<file path="src/rtl/mdu_issue_ctrl_pkg.sv">
// Shared MDU constants: op codes, controller state encodings and default latencies.
package mdu_issue_ctrl_pkg;

  localparam int unsigned MDU_OP_W        = 4;
  localparam int unsigned MDU_MUL_LAT_DEF = 5;
  localparam int unsigned MDU_DIV_LAT_DEF = 10;
  localparam int unsigned MDU_CNT_W_DEF   = 4;

  typedef enum logic [MDU_OP_W-1:0] {
    MDU_NONE  = 4'd0,
    MDU_MULT  = 4'd1,
    MDU_MULTU = 4'd2,
    MDU_DIV   = 4'd3,
    MDU_DIVU  = 4'd4,
    MDU_MTHI  = 4'd5,
    MDU_MTLO  = 4'd6,
    MDU_MFHI  = 4'd7,
    MDU_MFLO  = 4'd8
  } mdu_op_e;

  typedef enum logic {
    MDU_ST_IDLE = 1'b0,
    MDU_ST_RUN  = 1'b1
  } mdu_state_e;

  function automatic logic mdu_is_div(input logic [MDU_OP_W-1:0] op);
    return (op == MDU_DIV) || (op == MDU_DIVU);
  endfunction

  function automatic logic mdu_is_long(input logic [MDU_OP_W-1:0] op);
    return (op == MDU_MULT) || (op == MDU_MULTU) || mdu_is_div(op);
  endfunction

endpackage

</file>
<file path="src/rtl/mdu_issue_ctrl_lat_counter.sv">
// Loadable down-counter timing MDU latency; flags the final cycle (cnt==1).
module mdu_lat_counter #(
  parameter int unsigned CNT_W = 4
) (
  input  logic             clk,
  input  logic             rst_n,
  input  logic             load_i,
  input  logic [CNT_W-1:0] load_val_i,
  input  logic             dec_i,
  output logic             one_o
);

  logic [CNT_W-1:0] cnt_q, cnt_d;

  always_comb begin
    cnt_d = cnt_q;
    if (load_i) begin
      cnt_d = load_val_i;
    end else if (dec_i && (cnt_q != '0)) begin
      cnt_d = cnt_q - CNT_W'(1);
    end
  end

  always_ff @(posedge clk or negedge rst_n) begin
    if (!rst_n) begin
      cnt_q <= '0;
    end else begin
      cnt_q <= cnt_d;
    end
  end

  assign one_o = (cnt_q == CNT_W'(1));

endmodule

</file>
<file path="src/rtl/mdu_issue_ctrl.sv">
// MDU issue/sequencing controller: start pulses, latency timing, HI/LO commit and D-stage stall.
// Optional MDU_DIV0_FAST_EN: divides by zero complete one cycle after issue.
module mdu_issue_ctrl
  import mdu_issue_ctrl_pkg::*;
#(
  parameter int unsigned MUL_LAT = MDU_MUL_LAT_DEF,
  parameter int unsigned DIV_LAT = MDU_DIV_LAT_DEF,
  parameter int unsigned CNT_W   = MDU_CNT_W_DEF
) (
  input  logic                clk,
  input  logic                reset,
  input  logic                op_valid,
  input  logic [MDU_OP_W-1:0] op_type,
  input  logic                flush,
  input  logic                div_zero,
  input  logic                d_is_md,
  output logic                start,
  output logic [MDU_OP_W-1:0] start_op,
  output logic                hi_we,
  output logic                lo_we,
  output logic                commit,
  output logic                busy,
  output logic                stall_d
);

  localparam logic [CNT_W-1:0] MulLoad = CNT_W'(MUL_LAT);
  localparam logic [CNT_W-1:0] DivLoad = CNT_W'(DIV_LAT);

  mdu_state_e       state_q, state_d;
  logic             cnt_load;
  logic [CNT_W-1:0] cnt_load_val;
  logic             cnt_one;
  logic             div_zero_fast;

`ifdef MDU_DIV0_FAST_EN
  assign div_zero_fast = div_zero;
`else
  logic unused_div_zero;
  assign unused_div_zero = div_zero;
  assign div_zero_fast   = 1'b0;
`endif

  always_ff @(posedge clk or negedge reset) begin
    if (!reset) begin
      state_q <= MDU_ST_IDLE;
    end else begin
      state_q <= state_d;
    end
  end

  // Ops arriving while RUN are protocol violations and are dropped silently.
  always_comb begin
    state_d      = state_q;
    start        = 1'b0;
    start_op     = MDU_NONE;
    hi_we        = 1'b0;
    lo_we        = 1'b0;
    commit       = 1'b0;
    cnt_load     = 1'b0;
    cnt_load_val = '0;
    case (state_q)
      MDU_ST_IDLE: begin
        if (op_valid && !flush) begin
          if (mdu_is_long(op_type)) begin
            start    = 1'b1;
            start_op = op_type;
            cnt_load = 1'b1;
            state_d  = MDU_ST_RUN;
            if (mdu_is_div(op_type)) begin
              cnt_load_val = div_zero_fast ? CNT_W'(1) : DivLoad;
            end else begin
              cnt_load_val = MulLoad;
            end
          end
          hi_we = (op_type == MDU_MTHI);
          lo_we = (op_type == MDU_MTLO);
        end
      end
      MDU_ST_RUN: begin
        if (cnt_one) begin
          commit  = 1'b1;
          state_d = MDU_ST_IDLE;
        end
      end
      default: state_d = MDU_ST_IDLE;
    endcase
  end

  mdu_lat_counter #(
    .CNT_W (CNT_W)
  ) u_lat_counter (
    .clk        (clk),
    .rst_n      (reset),
    .load_i     (cnt_load),
    .load_val_i (cnt_load_val),
    .dec_i      (state_q == MDU_ST_RUN),
    .one_o      (cnt_one)
  );

  assign busy    = start | (state_q == MDU_ST_RUN);
  assign stall_d = d_is_md & busy;

endmodule

</file>
<file path="config.mk">
export PLATFORM = sky130hd
export DESIGN_NAME = mdu_issue_ctrl
export DESIGN_NICKNAME = d
export VERILOG_FILES = /design/src/rtl/mdu_issue_ctrl_pkg.sv /design/src/rtl/mdu_issue_ctrl_lat_counter.sv /design/src/rtl/mdu_issue_ctrl.sv
export SDC_FILE = /design/constraint.sdc
export NUM_CORES = 1
export LEC_CHECK = 0
export CAP_MARGIN = 0
export CORE_MARGIN = 1
export CORE_UTILIZATION = 37
export CTS_BUF_LIST = sky130_fd_sc_hd__clkbuf_8 sky130_fd_sc_hd__clkbuf_16
export CTS_CLUSTER_DIAMETER = 40
export DETAILED_ROUTE_END_ITERATION = 7
export HOLD_SLACK_MARGIN = 0.03
export PLACE_DENSITY = 0.76
export RECOVER_POWER = 50
export SLEW_MARGIN = 20
export SYNTH_ARGS = -nofsm -noshare
export SYNTH_HDL_FRONTEND = slang
export SYNTH_SLANG_ARGS = --single-unit
</file>
<file path="constraint.sdc">
create_clock -name clk -period 1.95 [get_ports clk]
set_clock_uncertainty 0.2 [all_clocks]
set_input_delay 0.39 -clock clk [delete_from_list [all_inputs] [get_ports clk]]
set_output_delay 0.39 -clock clk [all_outputs]
set_load 0.02 [all_outputs]
</file>
# [Yosys cells after proc, flatten, opt, wreduce, memory -nomap -nowiden]
# Cells that the tools add are included.
[op_classes] mux=20 reduce_logical=8 n_addsub=1 bitwise_logic=3 eq_ne=7
[op_table] operator="two-way mux 4 bit" n=9
[op_table] operator="equality test 4 x 3 -> 1 bit, second input constant" n=3
[op_table] operator="two-way mux 1 bit" n=10
[op_table] operator="equality test 4 x 1 -> 1 bit, second input constant" n=2
[op_table] operator="equality test 4 x 2 -> 1 bit, second input constant" n=2
[op_table] operator="nonzero test 4 bit" n=1
[op_table] operator="subtractor 4 x 1 -> 4 bit, second input constant" n=1
[op_table] operator="logical OR 1 bit" n=3
[op_table] operator="logical AND 1 bit" n=2
[op_table] operator="one-hot mux 1 bit (2 select lines)" n=1
[op_table] operator="nonzero test 2 bit" n=1
[op_table] operator="bitwise AND 1 bit" n=1
[op_table] operator="logical NOT 1 bit" n=1
[op_table] operator="inverter 1 bit" n=1
[op_table] operator="OR 1 bit" n=1
[word_totals] regBits=5 word_cells=41 inputBits=10 output_inout_bits=10

# [Logic depth before layout (Yosys ltp)]
# Gate-level depths: netlist of the first run.
[logic_depth] ltp_word=8 depth_mapped=5 mapped_depth_nobuf=5

# [Cells and area by module]
# A second synthesis of the first run with hierarchy kept.
[hier_totals] hier_cells=59 hier_area_um2=528.0
[by_module_without_submodules] mod="mdu_lat_counter" cells_each=29 area_per_inst_um2=282.8 seq_area_each_um2=100.1 instances=1
[by_module_without_submodules] mod="mdu_issue_ctrl" cells_each=30 area_per_inst_um2=245.2 seq_area_each_um2=25.0 instances=1

# [Worst setup path before layout of the first run]
# No wires, ideal clock.
[synth_timing] kind="input to output" from="input port op_type[0]" to="output port start_op[0]" required_ns=1.360 slack_ns=-0.088 n_path_buf=1 cell_stages=4 t_arrival_ns=1.448 path_cell_list="buf_4 -> o21ai_0 -> and4b_2 -> and2_1"
[synth_via] elab_chain_len=6 elab_cells_between_ends=10 classes_between="eq/ne: 4; mux: 3; reduce/logical: 3"
[synth_rtl] element="from (decl)" line_no="mdu_issue_ctrl.sv:13" rtl="input logic [MDU_OP_W-1:0] op_type,"
[synth_rtl] element="equality test 4 x 1 -> 1 bit, or another cell as far along" line_no="mdu_issue_ctrl_pkg.sv:31" rtl="return (op == MDU_MULT) || (op == MDU_MULTU) || mdu_is_div(op);"
[synth_rtl] element="logical OR 1 bit (on tied branches)" line_no="mdu_issue_ctrl_pkg.sv:31, mdu_issue_ctrl_pkg.sv:27"
[synth_rtl] element="logical OR 1 bit" line_no="mdu_issue_ctrl_pkg.sv:31"
[synth_rtl] element="two-way mux 4 bit (*)" line_no="mdu_issue_ctrl.sv:64" rtl="if (mdu_is_long(op_type)) begin"
[synth_rtl] element="two-way mux 4 bit (*)" line_no="mdu_issue_ctrl.sv:63" rtl="if (op_valid && !flush) begin"
[synth_rtl] element="two-way mux 4 bit (*)" line_no="mdu_issue_ctrl.sv:61" rtl="case (state_q)"
[synth_rtl] element="to (decl)" line_no="mdu_issue_ctrl.sv:18" rtl="output logic [MDU_OP_W-1:0] start_op,"
# Mark *: on every way between the ends. The rest lies on a longest branch, timed or not.

# [Final worst setup path of the first run]
[layout_timing] from="register state_q" to="register u_lat_counter.cnt_q[3]"
[layout_via] elab_chain_len=2 elab_cells_between_ends=5 classes_between="mux: 3; reduce/logical: 2"
[layout_rtl] element="from (decl)" line_no="mdu_issue_ctrl.sv:29" rtl="mdu_state_e state_q, state_d;"
[layout_rtl] element="from (signal assigned)" line_no="mdu_issue_ctrl.sv:47" rtl="state_q <= state_d;"
[layout_rtl] element="two-way mux 4 bit, or another cell as far along" line_no="mdu_issue_ctrl.sv:61"
[layout_rtl] element="two-way mux 4 bit or nonzero test 2 bit (tied branches)"
[layout_rtl] element="to (signal assigned)" line_no="mdu_issue_ctrl_lat_counter.sv:28" rtl="cnt_q <= cnt_d;"
[layout_rtl] element="to (decl)" line_no="mdu_issue_ctrl_lat_counter.sv:13" rtl="logic [CNT_W-1:0] cnt_q, cnt_d;"
# Several ways; a longest one is shown, not always the timed one.
# A chain may end at the register's enable or synchronous reset.

==> results of run 1 <==
==> repair_timing <==
item,4_1_cts,5_1_grt
buffers inserted,0,1
pin swaps,10,3
setup endpoints to repair,13,10
resized for setup,78,12
==> power breakdown <==
group / internal (mW) / switching (mW)
registers: 0.160 / 0.0346
logic: 0.281 / 0.306
clock network: 0.135 / 0.0570
total: 0.577 / 0.398
==> worst min path at each step <==
stage | end | slack, ns | depth (start not counted)
finish | u_lat_counter.cnt_q[3] | 0.26 | 1
CTS | u_lat_counter.cnt_q[3] | 0.20 | 1
floorplan | state_q | -0.11 | 0
global placement | u_lat_counter.cnt_q[1] | 0.30 | 1
detailed placement | u_lat_counter.cnt_q[1] | 0.30 | 1
global route | state_q | 0.29 | 1
==> metrics by stage <==
stage                     utilization  instances  hold WS (ns)
after global routing           0.7405         99        0.2907
after floorplan                     -         53       -0.1056
after detailed placement       0.6445         94        0.2964
after CTS                      0.7089         98        0.1979
final                          0.7405         99        0.2613
after global placement         0.6445         94        0.2957
==> final cells by class <==
cell class	count	share of cell area
clock buffer	3	0.04701
clock inverter	1	0.004274
inverter	6	0.02564
multi-input combinational	39	0.4630
sequential	5	0.1425
tap	14	0.01994
timing repair buffer	31	0.2977
==> cells by family (layout without fill, tap and decap cells) <==
logic type / after synthesis / in the layout / share of synthesized area
AOI/OAI and AO/OA: 11 / 11 / 0.1850
and+or+nand+nor: 21 / 21 / 0.3250
muxes: 2 / 2 / 0.04250
buffers and inverters: 9 / 41 / 0.09749
adders and majority gates: 3 / 3 / 0.07501
xor gates and xnor gates: 1 / 1 / 0.01750
DFF: 5 / 5 / 0.2500
other: 1 / 1 / 0.007493
==> sequential cells by signal, summed over array words and instances (netlist names) <==
| signal | cells |
|---|---|
| state_q | 1 |
| u_lat_counter.cnt_q | 4 |
==> layer usage <==
layer / part of all wire / GRT usage / vias to the layer above
met2: 0.58 / 0.4625 / 18
met3: 0.054 / 0.06936 / 4
li1: - / - / 255
met1: 0.35 / 0.2357 / 261
met4: 0.014 / 0.05172 / 0
met5: 0 / 0 / -
==> layout by cell type (no fill, tap or decap), types with 2 or more instances in the layout <==
cell      netlist  final
buf_4           2     14
buf_6           1      9
inv_1           6      6
dfrtp_1         5      5
buf_2           0      4
ha_1            3      3
clkbuf_8        0      3
o21ai_1         0      2
and2_4          0      2
a31oi_4         1      2
and4_2          2      2
nor3b_2         0      2
==> results.sh, run 1 <==
export IMPL_cp_endpoint="u_lat_counter.cnt_q[3]"
export IMPL_synth_seq_cells=5
export IMPL_setup_worst_path_start_class="flop"
export IMPL_synth_top_flop_cell="dfrtp_1"
export IMPL_path_clk_slew_ns=0.04
export IMPL_leakage_nw=0.4031
export IMPL_setup_ws_ns=-0.09354
export IMPL_vias=538
export IMPL_grt_max_degree=8
export IMPL_regArea_sq_um=125.1
export IMPL_cts_root_buf="clkbuf_8"
export IMPL_synthTopCellsByArea="dfrtp_1, ha_1, nor3b_1"
export IMPL_avgSynthCellArea_sq_um=9.443
export IMPL_crit_start="state_q"
export IMPL_crit_cells=5
export IMPL_die_area_sq_um=1504
export IMPL_cp_required_ns=1.86
export IMPL_violations="setup timing"
export IMPL_max_freq_ghz=0.4893
export IMPL_cts_made_buffers=3
export IMPL_antenna_found_initial=0
export IMPL_diodes=0
export IMPL_dieHeight_um=38.78
export IMPL_start_util=0.4219
export IMPL_setup_tns_final_ns=-0.2950
export IMPL_ios=20
export IMPL_seq_area_frac_synth=0.2500
export IMPL_fp_dieW_um=38.78
export IMPL_area_growth_pct=75.50
export IMPL_routed_wl_um=1670
export IMPL_critPathSlowestCell="or4b_4"
export IMPL_wl_per_cell_um=16.87
export IMPL_drv_cap=0
export IMPL_vias_per_cell=5.434
export IMPL_gp_congestion=0.8609
export IMPL_track_usage=0.2352
export IMPL_htree_num_levels=1
export IMPL_synth_edf_count=0
export IMPL_drt_initial_drc_count=4
export IMPL_yosysWarnings=0
export IMPL_synth_top_cell_by_area="dfrtp_1"
export IMPL_core_area_sq_um=1186
export IMPL_synth_net_count=66
export IMPL_worst_path_buf_inv=1
export IMPL_status="complete, but fails checks"
export IMPL_synth_area_sq_um=500.5
export IMPL_setup_viol_count_final=7
export IMPL_path_class="reg -> reg"
export IMPL_synth_common_cells="inv_1, dfrtp_1, nor3b_1, ha_1, o21ai_0"
export IMPL_syn_inst=53
export IMPL_fin_area_sq_um=878.3
export IMPL_placed_area_sq_um=764.5
export IMPL_fin_crit_ns=2.044
export IMPL_clk_latency_ns=0.23
export IMPL_overflow=0
export IMPL_worstPathArrival_ns=1.95
export IMPL_cp_top_family="simple AND/OR/NAND/NOR gates"
export IMPL_yosysUniqueCellTypes=34
export IMPL_p_per_area_nw_per_um2=1109
export IMPL_hold_viol=0
export IMPL_ant_nets=0
export IMPL_end_kind="flop"
export IMPL_r2r_start="state_q"
export IMPL_dp_slack_ns=-0.9859
export IMPL_multi_input_area_sq_um=406.6
export IMPL_ff2ff_path_depth=5
export IMPL_grt_pass1_wl_um=2304
export IMPL_drc=0
export IMPL_fill_cells=82
export IMPL_tightest_slew_ns=0.6356
export IMPL_clkSinkCount=5
export IMPL_crit_fanout=5
export IMPL_rows=12
export IMPL_p_total_uw=974.5
export IMPL_grt_setup_unrepaired="true"
export IMPL_yosysTopAreaCellShare=0.2500
export IMPL_async_reset_ff_frac=1.000
export IMPL_fin_crit_sh=1.048
export IMPL_grt_pass1_vias=526
export IMPL_hold_class="in -> async"
export IMPL_cts_hold_buf=0
export IMPL_timing_rr_end="u_lat_counter.cnt_q[3]"
export IMPL_hpwlAfterDp_um=1077
export IMPL_synth_most_common_cell="inv_1"
export IMPL_fin_nets=99
export IMPL_tritoncts="built"
export IMPL_relSlewSlack=0.5718
export IMPL_vdd_drop_max_uv=949.4
export IMPL_firstDrtPassIters=4
export IMPL_slew_violations=0
export IMPL_worst_r2r_setup_slack_ns=-0.09
export IMPL_port_buffers=17
export IMPL_slowest_delay_ns=0.52
export IMPL_drive_gt1_frac=0.6235
export IMPL_cts_buffer_depth=2
export IMPL_crit_chain="buf_6, or4b_4, or3_1, a211oi_2, o2bb2ai_1"
No activity file was read; power rests on OpenSTA's default activity.
==> run 2: changes to the inputs <==
--- a/config.mk
+++ b/config.mk
@@ -6,13 +6,14 @@
 export NUM_CORES = 1
 export LEC_CHECK = 0
 export CAP_MARGIN = 0
-export CORE_MARGIN = 1
-export CORE_UTILIZATION = 37
+export CELL_PAD_IN_SITES_DETAIL_PLACEMENT = 0
+export CELL_PAD_IN_SITES_GLOBAL_PLACEMENT = 2
+export CORE_UTILIZATION = 21
 export CTS_BUF_LIST = sky130_fd_sc_hd__clkbuf_8 sky130_fd_sc_hd__clkbuf_16
 export CTS_CLUSTER_DIAMETER = 40
 export DETAILED_ROUTE_END_ITERATION = 7
 export HOLD_SLACK_MARGIN = 0.03
-export PLACE_DENSITY = 0.76
+export PLACE_DENSITY = 0.75
 export RECOVER_POWER = 50
 export SLEW_MARGIN = 20
 export SYNTH_ARGS = -nofsm -noshare
==> results.sh, run 2 (synthesized netlist as in run 1, its figures left out) <==
export IMPL_slew_violations=0
export IMPL_slowest_delay_ns=0.42
export IMPL_p_sw_frac=0.3725
export IMPL_worst_path_buf_inv=3
export IMPL_worstPathArrival_ns=1.45
export IMPL_drt_initial_drc_count=5
export IMPL_globalRouteMet2Util=0.2000
export IMPL_vias=531
export IMPL_busiest_layer="met2"
export IMPL_die_area_sq_um=2583
export IMPL_grt_setup_unrepaired="true"
export IMPL_start_util=0.2241
export IMPL_grt_max_degree=8
export IMPL_cp_common_cell="buf_6"
export IMPL_grt_util_met3=0.03869
export IMPL_status="complete, but fails checks"
export IMPL_critPathSlowestCell="dfrtp_1"
export IMPL_overflow=0
export IMPL_area_growth_pct=86.50
export IMPL_tritoncts="built"
export IMPL_drive_gt1_frac=0.6333
export IMPL_core_area_sq_um=2233
export IMPL_p_comb_frac=0.630
export IMPL_setup_ws_ns=-0.09082
export IMPL_p_int_uw=645.9
export IMPL_p_per_area_nw_per_um2=1103
export IMPL_hold_viol=0
export IMPL_reg_largest_list="u_lat_counter.cnt_q (4), state_q (1)"
export IMPL_hold_class="in -> async"
export IMPL_ant_nets=0
export IMPL_ios=20
export IMPL_switchingPower_uw=383.3
export IMPL_clk_latency_ns=0.22
export IMPL_track_usage=0.1121
export IMPL_diodes=0
export IMPL_end_kind="primary output"
export IMPL_cts_root_buf="clkbuf_8"
export IMPL_timing_rr_end="u_lat_counter.cnt_q[3]"
export IMPL_vias_per_cell=4.500
export IMPL_layout_common_cells="buf_4, buf_6, inv_1"
export IMPL_dieHeight_um=50.82
export IMPL_path_class="reg -> out"
export IMPL_globalRouteMet1Util=0.1212
export IMPL_cp_top_family="simple AND/OR/NAND/NOR gates"
export IMPL_ff2ff_path_depth=5
export IMPL_grt_pass1_vias=521
export IMPL_drc=0
export IMPL_final_common_cell="buf_4"
export IMPL_largest_register_ffs=4
export IMPL_seq_power_share=0.191
export IMPL_r2r_start="state_q"
export IMPL_cts_made_buffers=3
export IMPL_wl_per_cell_um=11.16
export IMPL_leakage_nw=0.4293
export IMPL_drv_cap=0
export IMPL_setup_viol_count_final=8
export IMPL_hpwlAfterDp_um=1021
export IMPL_grt_pass1_wl_um=2159
export IMPL_rows=17
export IMPL_firstDrtPassIters=4
export IMPL_htree_num_levels=1
export IMPL_crit_fanout=4
export IMPL_worst_r2r_setup_slack_ns=-0.07
export IMPL_cp_required_ns=1.36
export IMPL_max_freq_ghz=0.4900
export IMPL_setup_worst_path_start_class="flop"
export IMPL_final_util=0.4179
export IMPL_fp_dieW_um=50.82
export IMPL_fin_crit_ns=2.041
export IMPL_crit_chain="buf_6, buf_6, and4b_2, and2_4, buf_6"
export IMPL_path_clk_slew_ns=0.03
export IMPL_fin_nets=104
export IMPL_clkSinkCount=5
export IMPL_vdd_drop_max_uv=710.3
export IMPL_violations="setup timing"
export IMPL_pwr_share_clk=0.178
export IMPL_cts_buffer_depth=2
export IMPL_setup_tns_final_ns=-0.4318
export IMPL_gp_congestion=0.6908
export IMPL_routed_wl_um=1317
export IMPL_port_buffers=17
export IMPL_fin_crit_sh=1.047
export IMPL_p_total_mw=1.029
export IMPL_cts_hold_buf=0
export IMPL_fill_cells=237
export IMPL_largest_register="u_lat_counter.cnt_q"
export IMPL_antenna_found_initial=0
[run 2: changes by cell type in the layout (fill, tap and decap cells not counted), sizes merged]
cell,delta
buf,+3
clkbuf,+1
dlygate4sd2,+1
[run 2: layout make-up]
type	instances	area (sq um)	share of cell area
inverters	6	22.52	0.02413
clock inverters	1	3.754	0.004021
well taps	28	35.03	0.03753
repair buffers	36	300.3	0.3217
flip-flops and latches	5	125.1	0.1340
multi-input cells	39	405.4	0.4343
clock buffers	3	41.29	0.04424
[run 2: how the worst max path moves through the flow]
stage | endpoint | slack, ns | start | cells past startpoint
2_1_floorplan | hi_we | -0.06 | state_q | 3
4_1_cts | u_lat_counter.cnt_q[3] | -0.13 | state_q | 5
5_1_grt | hi_we | -0.15 | state_q | 4
3_5_place_dp | hi_we | -0.94 | op_type[3] | 5
3_3_place_gp | hi_we | -0.89 | op_type[3] | 5
6_report | start_op[1] | -0.09 | state_q | 5
[run 2: power by group through the flow]
stage               sequential, mW  clock (mW)  combinational, mW
finish                       0.197       0.184              0.649
CTS                          0.199       0.190              0.566
detailed placement           0.193           0              0.513
floorplan                    0.191           0              0.292
global placement             0.190           0              0.513
global route                 0.206       0.197              0.711
[run 2: stage by stage]
step                hold slack [ns]  worst slack, ns  area, sq um  std cells
global route                 0.2776          -0.1459        933.4        118
floorplan                   -0.1056         -0.06431        505.5         53
finish                       0.2632         -0.09082        933.4        118
detailed placement           0.3044          -0.9374        804.5        111
global placement             0.2954          -0.8875        804.5        111
CTS                          0.1964          -0.1295        895.9        118
[run 2: per-layer routing]
layer	vias to the layer above	wire (um)
li1	264	-
met1	256	551
met2	11	724
met3	0	42
met4	0	0
met5	-	0
[run 2: what timing repair did]
item                       in CTS  in global routing
setup buffers                   3                  0
pin swaps                      12                  6
setup endpoints to repair      13                 12
resized for setup              71                 17
[run 2: worst register-to-register path, stage by stage, from the launching register on]
cell and delay (ns):
dfrtp_1 0.42, buf_6 0.14, or4b_4 0.50, or3_4 0.38, a211oi_2 0.18, o2bb2ai_1 0.08
